<file path="config.mk">
export PLATFORM = sky130hd
export DESIGN_NAME = ingress_arbiter
export DESIGN_NICKNAME = d
export VERILOG_FILES = /design/src/rtl/switch_pkg.sv /design/src/rtl/rr_select.sv /design/src/rtl/ingress_arbiter.sv
export SDC_FILE = /design/constraint.sdc
export NUM_CORES = 1
export LEC_CHECK = 0
export CORE_MARGIN = 2
export CORE_UTILIZATION = 43
export DETAILED_ROUTE_END_ITERATION = 12
export GPL_ROUTABILITY_DRIVEN = 0
export PLACE_DENSITY = 0.83
export SETUP_SLACK_MARGIN = 0.05
export SLEW_MARGIN = 20
export SYNTH_ARGS = -nofsm -noshare
export SYNTH_HDL_FRONTEND = slang
export SYNTH_HIERARCHICAL = 1
export SYNTH_SLANG_ARGS = --single-unit
</file>
<file path="constraint.sdc">
create_clock -name clk -period 2.2 [get_ports clk]
set_input_delay 0.33 -clock clk [delete_from_list [all_inputs] [get_ports clk]]
set_output_delay 0.33 -clock clk [all_outputs]
set_load 0.02 [all_outputs]
</file>
<file path="src/rtl/switch_pkg.sv">
// Shared definitions for the switch ingress path: header layout and
// arbiter state encoding.
package switch_pkg;

    localparam int         HDR_BYTES = 3;
    localparam logic [1:0] LEN_IDX   = 2'd2;

    typedef enum logic [1:0] {
        IDLE,
        HDR,
        PAYLOAD
    } arb_state_t;

endpackage

</file>
<file path="src/rtl/rr_select.sv">
// Rotate-priority encoder: picks the first asserted request at or after ptr,
// wrapping cyclically over NUM_SRC entries.
module rr_select #(
    parameter  int NUM_SRC = 4,
    localparam int IW      = $clog2(NUM_SRC)
) (
    input  logic [NUM_SRC-1:0] req,
    input  logic [IW-1:0]      ptr,
    output logic [IW-1:0]      winner,
    output logic               any
);

    localparam logic [IW:0] N_W = (IW + 1)'(NUM_SRC);

    logic [NUM_SRC-1:0] rot;
    logic [IW-1:0]      off;
    logic [IW:0]        sum;

    // Bit i of rot is req[(ptr + i) mod NUM_SRC].
    assign rot = NUM_SRC'({req, req} >> ptr);

    always_comb begin
        any    = 1'b0;
        off    = '0;
        winner = '0;
        sum    = '0;
        for (int i = NUM_SRC - 1; i >= 0; i--) begin
            if (rot[i]) begin
                any = 1'b1;
                off = IW'(i);
            end
        end
        sum = {1'b0, ptr} + {1'b0, off};
        if (sum >= N_W) begin
            winner = IW'(sum - N_W);
        end else begin
            winner = IW'(sum);
        end
    end

endmodule

</file>
<file path="src/rtl/ingress_arbiter.sv">
// Packet-level round-robin arbiter feeding the switch's byte-wide ingress.
// A grant is held for one whole packet (DA, SA, LEN, LEN payload bytes).
module ingress_arbiter
    import switch_pkg::*;
#(
    parameter  int NUM_SRC = 4,
    localparam int IW      = $clog2(NUM_SRC)
) (
    input  logic                    clk,
    input  logic                    reset_n,
    input  logic [NUM_SRC-1:0][7:0] src_data,
    input  logic [NUM_SRC-1:0]      src_valid,
    output logic [NUM_SRC-1:0]      src_ready,
    input  logic [NUM_SRC-1:0]      src_en,
    output logic [7:0]              data,
    output logic                    data_status,
    input  logic                    fifo_full,
    output logic [IW-1:0]           grant_id,
    output logic                    busy,
    output logic                    pkt_done
);

    localparam logic [IW-1:0] LAST_SRC = IW'(NUM_SRC - 1);

    arb_state_t    state, state_nxt;
    logic [IW-1:0] rr_ptr;
    logic [1:0]    hdr_cnt;
    logic [7:0]    pay_cnt;
    logic [7:0]    len_reg;
    logic [7:0]    cur_byte;
    logic          xfer;
    logic          last_byte;
    logic [IW-1:0] sel_winner;
    logic          sel_any;

    rr_select #(.NUM_SRC(NUM_SRC)) u_rr_select (
        .req    (src_valid & src_en),
        .ptr    (rr_ptr),
        .winner (sel_winner),
        .any    (sel_any)
    );

    assign busy = (state != IDLE);

    always_comb begin
        cur_byte  = src_data[grant_id];
        xfer      = busy && src_valid[grant_id] && !fifo_full;
        src_ready = '0;
        if (busy && !fifo_full) begin
            src_ready[grant_id] = 1'b1;
        end
        data        = xfer ? cur_byte : 8'h00;
        data_status = xfer;
        last_byte   = 1'b0;
        state_nxt   = state;
        case (state)
            IDLE: begin
                if (sel_any) begin
                    state_nxt = HDR;
                end
            end
            HDR: begin
                if (xfer && hdr_cnt == LEN_IDX) begin
                    last_byte = (cur_byte == 8'h00);
                    state_nxt = last_byte ? IDLE : PAYLOAD;
                end
            end
            PAYLOAD: begin
                if (xfer && pay_cnt == len_reg - 8'd1) begin
                    last_byte = 1'b1;
                    state_nxt = IDLE;
                end
            end
            default: state_nxt = IDLE;
        endcase
        pkt_done = last_byte;
    end

    always_ff @(posedge clk or negedge reset_n) begin
        if (!reset_n) begin
            state <= IDLE;
        end else begin
            state <= state_nxt;
        end
    end

    always_ff @(posedge clk or negedge reset_n) begin
        if (!reset_n) begin
            grant_id <= '0;
            rr_ptr   <= '0;
            hdr_cnt  <= '0;
            pay_cnt  <= '0;
            len_reg  <= '0;
        end else begin
            if (state == IDLE && sel_any) begin
                grant_id <= sel_winner;
                hdr_cnt  <= '0;
                pay_cnt  <= '0;
            end
            if (xfer && state == HDR) begin
                hdr_cnt <= hdr_cnt + 2'd1;
                if (hdr_cnt == LEN_IDX) begin
                    len_reg <= cur_byte;
                    pay_cnt <= '0;
                end
            end
            if (xfer && state == PAYLOAD) begin
                pay_cnt <= pay_cnt + 8'd1;
            end
            // Next arbitration starts just past the source that finished.
            if (last_byte) begin
                rr_ptr <= (grant_id == LAST_SRC) ? '0 : grant_id + IW'(1);
            end
        end
    end

endmodule

</file>
==> summary.md <==
| Metric | Value |
|---|---|
| Outcome | `finished, violations left` |
| Failing checks | `negative setup slack` |
| Final Hold Fails | `0` |
| Period minus WS final | `2.64 ns` |
| Clk Latency, worst-skew pair | `0.27 ns` |
| Net Count, Synth | `244` |
| Pre-Repair DR Iteration Count | `6` |
| Max-Cap Viols | `0` |
| Slew Viols, Final | `0` |
| Die Y | `71.0 microns` |
| Crit-path max FO | `3` |
| Total Wirelength | `7.09 mm` |
| Number of synthesized register bits | `24` |
| Die Wd | `71.0 microns` |
| Max IR drop VDD | `621 uV` |
| Worst Tran Pin Value | `0.398 ns` |
| Post-synth EDFFs | `0` |
| Gr ovfl total | `0` |
| Synthesized area | `0.00193 sq mm` |
| Post-Route Skew | `0.00592 ns` |
| Worst relative slew slack | `73.4%` |
| Req. time, crit path | `1.87 ns` |
| Vias | `2115` |
| PD cells | `1040 mW/mm^2` |
| Worst min path class | `primary input to async pin` |
| Worst setup SP type | `register` |
| Worst r2r path cells | `9` |
| Stages on worst setup path | `9` |
| Share of synthesized registers carrying an async set or reset | `100%` |
| Critical Path End Type | `primary output` |
| Worst-path cell chain | `inv_1 -> ha_2 -> or3b_4 -> or3_1 -> nand4b_1 -> nor3_2 -> a31oi_2 -> inv_2 -> buf_6` |
| Seq pwr share | `18.3%` |
| H-tree depth | `1` |
| Placed cell area | `0.00291 sq mm` |
| Worst Path Buf+Inv | `3` |
| Total track usage | `26.4%` |
| Final period utilization | `120%` |
| Overall power | `0.00338 W` |
| Row count | `24` |
| Switching Fraction | `40.2%` |
| Crit path max-delay family | `simple AND/OR/NAND/NOR gates` |
| Initial Utilization | `44.6%` |
| Crit Path Class | `register to primary output` |
| Net switching power | `0.00136 W` |
| Sequential fraction of the synthesis area | `31.1%` |
| Number of global-route vias before repair | `2168` |
| Post-detail-place hpwl | `4.24 mm` |
| CTS tree | `yes` |
| Max Clock Freq | `0.379 GHz` |
| Port-buffer cells | `59` |
| Setup ws final | `-0.441 ns` |
| CTS root buf | `clkbuf_8` |
| Slowest-stage cell, CP | `dfrtp_1` |
| Setup-failing EPs final | `22` |
| Number of buffers created by CTS | `3` |
| Initial antenna violation count | `0` |
| Die area | `0.00504 sq mm` |
| WP data arrival | `2.31 ns` |
| Synth Instances | `190` |
| Pint | `0.00202 W` |
| Yosys warning count | `6` |
| I/O pins | `60` |
| Clock sink count | `24` |
| Antenna diode count | `0` |
| Final TNS setup | `-4.65 ns` |
| Leak Pwr | `1.51 nW` |
| Synth Flop Type | `dfrtp_1` |
| WL per Instance | `19.5 microns` |
| Share of layout cells above drive strength 1 | `43.9%` |
| Largest net degree at the start of global routing | `25` |
| CTS clk-pin slew, worst paths | `0.09 ns` |
| Post-synth cell types | `47` |
| DRT iter0 DRCs | `176` |
| Vias per cell | `5.81` |
| Placed Instances | `342` |
| RSZ-0062 raised after global routing | `yes` |
| Clk network pwr share | `8.3%` |
| Post-route design area | `0.00327 sq mm` |
| Antenna Nets Post-Route | `0` |
| Residual DRC count | `0` |
| Worst path max stage delay | `0.39 ns` |
| Nets | `367` |
| Combinational fraction of design power | `73.4%` |
| Area Growth Syn to Fin | `69.3%` |
| Clk buf depth | `2` |
| Synth Area per Inst | `10.2 sq um` |
| Core Box Area | `0.00432 sq mm` |
| First-pass GRT wire length | `10.5 mm` |
| Non-Filler Instances | `364` |
routing by layer:
layer	vias up	track usage [%]	part of all wire, %	wire, microns
met1	1003	32.0	39	2740
li1	938	-	-	-
met5	-	0	0	0
met3	38	6.27	8.2	585
met2	136	45.5	49	3450
met4	0	9.85	4.5	321
worst reg2reg max path: cells and delay by family (launching register included):
| kind | cells | cell delay (ns) |
|---|---|---|
| simple gates | 4 | 0.99 |
| mux | 1 | 0.30 |
| flops | 1 | 0.39 |
| compound gates | 1 | 0.21 |
| fa+ha+maj | 1 | 0.18 |
| buf+inv | 2 | 0.26 |
per-stage QoR:
step	utilization, %	setup WS (ns)	hold WS (ns)
3_5_place_dp	67.2	-0.814	0.488
2_1_floorplan	-	-0.0484	0.0344
4_1_cts	72.3	-0.388	0.431
6_report	75.5	-0.441	0.416
3_3_place_gp	67.2	-0.752	0.477
5_1_grt	75.5	-0.516	0.438
final cells by class:
| class | instances | area, sq um |
|---|---|---|
| flip-flops and latches | 24 | 603 |
| multi-input cells | 151 | 1380 |
| clock buffers | 4 | 45.0 |
| well taps | 52 | 65.1 |
| repair buffers | 123 | 1130 |
| inverters | 10 | 37.5 |
| fillers | 246 | 1060 |
synth_stat cells, drive strengths merged, types with 4 or more instances:
library cell / count / area, sq um
a21oi: 5 / 25.0
a31oi: 4 / 31.3
and2: 17 / 106
buf: 4 / 23.8
dfrtp: 24 / 601
ha: 11 / 138
inv: 10 / 37.5
mux2: 13 / 158
mux4: 8 / 180
nand2: 13 / 48.8
nand3: 9 / 50.1
nor2: 8 / 30.0
nor3: 4 / 20.0
o211ai: 4 / 35.0
o21ai: 6 / 30.0
xnor2: 10 / 87.6
xor2: 5 / 43.8
placed cells by master, fill, tap and decap left out, drive strengths merged, types with 2 or more instances in the layout:
cell type and n:
buf 74, clkdlybuf4s15 2, nand4 2, nand2 13
nor4 3, ha 11, xor2 5, and2 17
xnor2 10, o211ai 4, o31ai 2, o22ai 2
dlygate4sd2 2, mux4 8, o21ai 6, mux2 13
nor2b 2, mux2i 3, clkdlybuf4s50 45, a21oi 5
or3b 2, and3 2, inv 10, clkbuf 4
or3 3, nor3 4, nand3 9, a31oi 4
nor2 8, dfrtp 24, nand2b 2, nand4b 2
cells by family (layout without fill, tap and decap cells):
logic type               count (synthesis)  after routing  share of synthesized area, %
AND/OR/NAND/NOR                         73             73                          21.9
AO/OA/AOI/OAI                           28             28                          10.6
multiplexers                            24             24                          19.1
flip-flops                              24             24                          31.1
XOR/XNOR                                15             15                          6.81
buffers and inverters                   15            137                          3.37
adder cells (fa/ha/maj)                 11             11                          7.13
power by group through the flow:
stage,sequential (W),clock [W],combinational (W)
after floorplan,0.000655,0,0.00101
after global placement,0.000656,0,0.00170
after detailed placement,0.000664,0,0.00175
after CTS,0.000606,0.000280,0.00212
after global routing,0.000626,0.000309,0.00262
final,0.000619,0.000282,0.00248
final timing paths:
kind,from,to,slack (ns)
min in group clk,hdr_cnt[0]$_DFFE_PN0P_,hdr_cnt[0]$_DFFE_PN0P_,0.50
setup reg to reg,len_reg[1]$_DFFE_PN0P_,rr_ptr[0]$_DFFE_PN0P_,-0.23
hold / removal,reset_n,rr_ptr[0]$_DFFE_PN0P_,0.42
setup / recovery,len_reg[1]$_DFFE_PN0P_,pkt_done,-0.44
hold reg to reg,hdr_cnt[0]$_DFFE_PN0P_,hdr_cnt[0]$_DFFE_PN0P_,0.50
max in group asynchronous,reset_n,grant_id[0]$_DFFE_PN0P_,1.52
repair_timing:
| item | CTS | global route |
|---|---|---|
| pin swaps | 6 | 8 |
| setup endpoints to repair | 34 | 30 |
| gates resized for setup | 90 | 24 |
| hold buffers | 0 | 0 |
| hold endpoints to repair | 0 | 0 |
| cloned | 1 | 0 |
| setup buffers | 9 | 11 |
(Power assumes the default switching activity.)
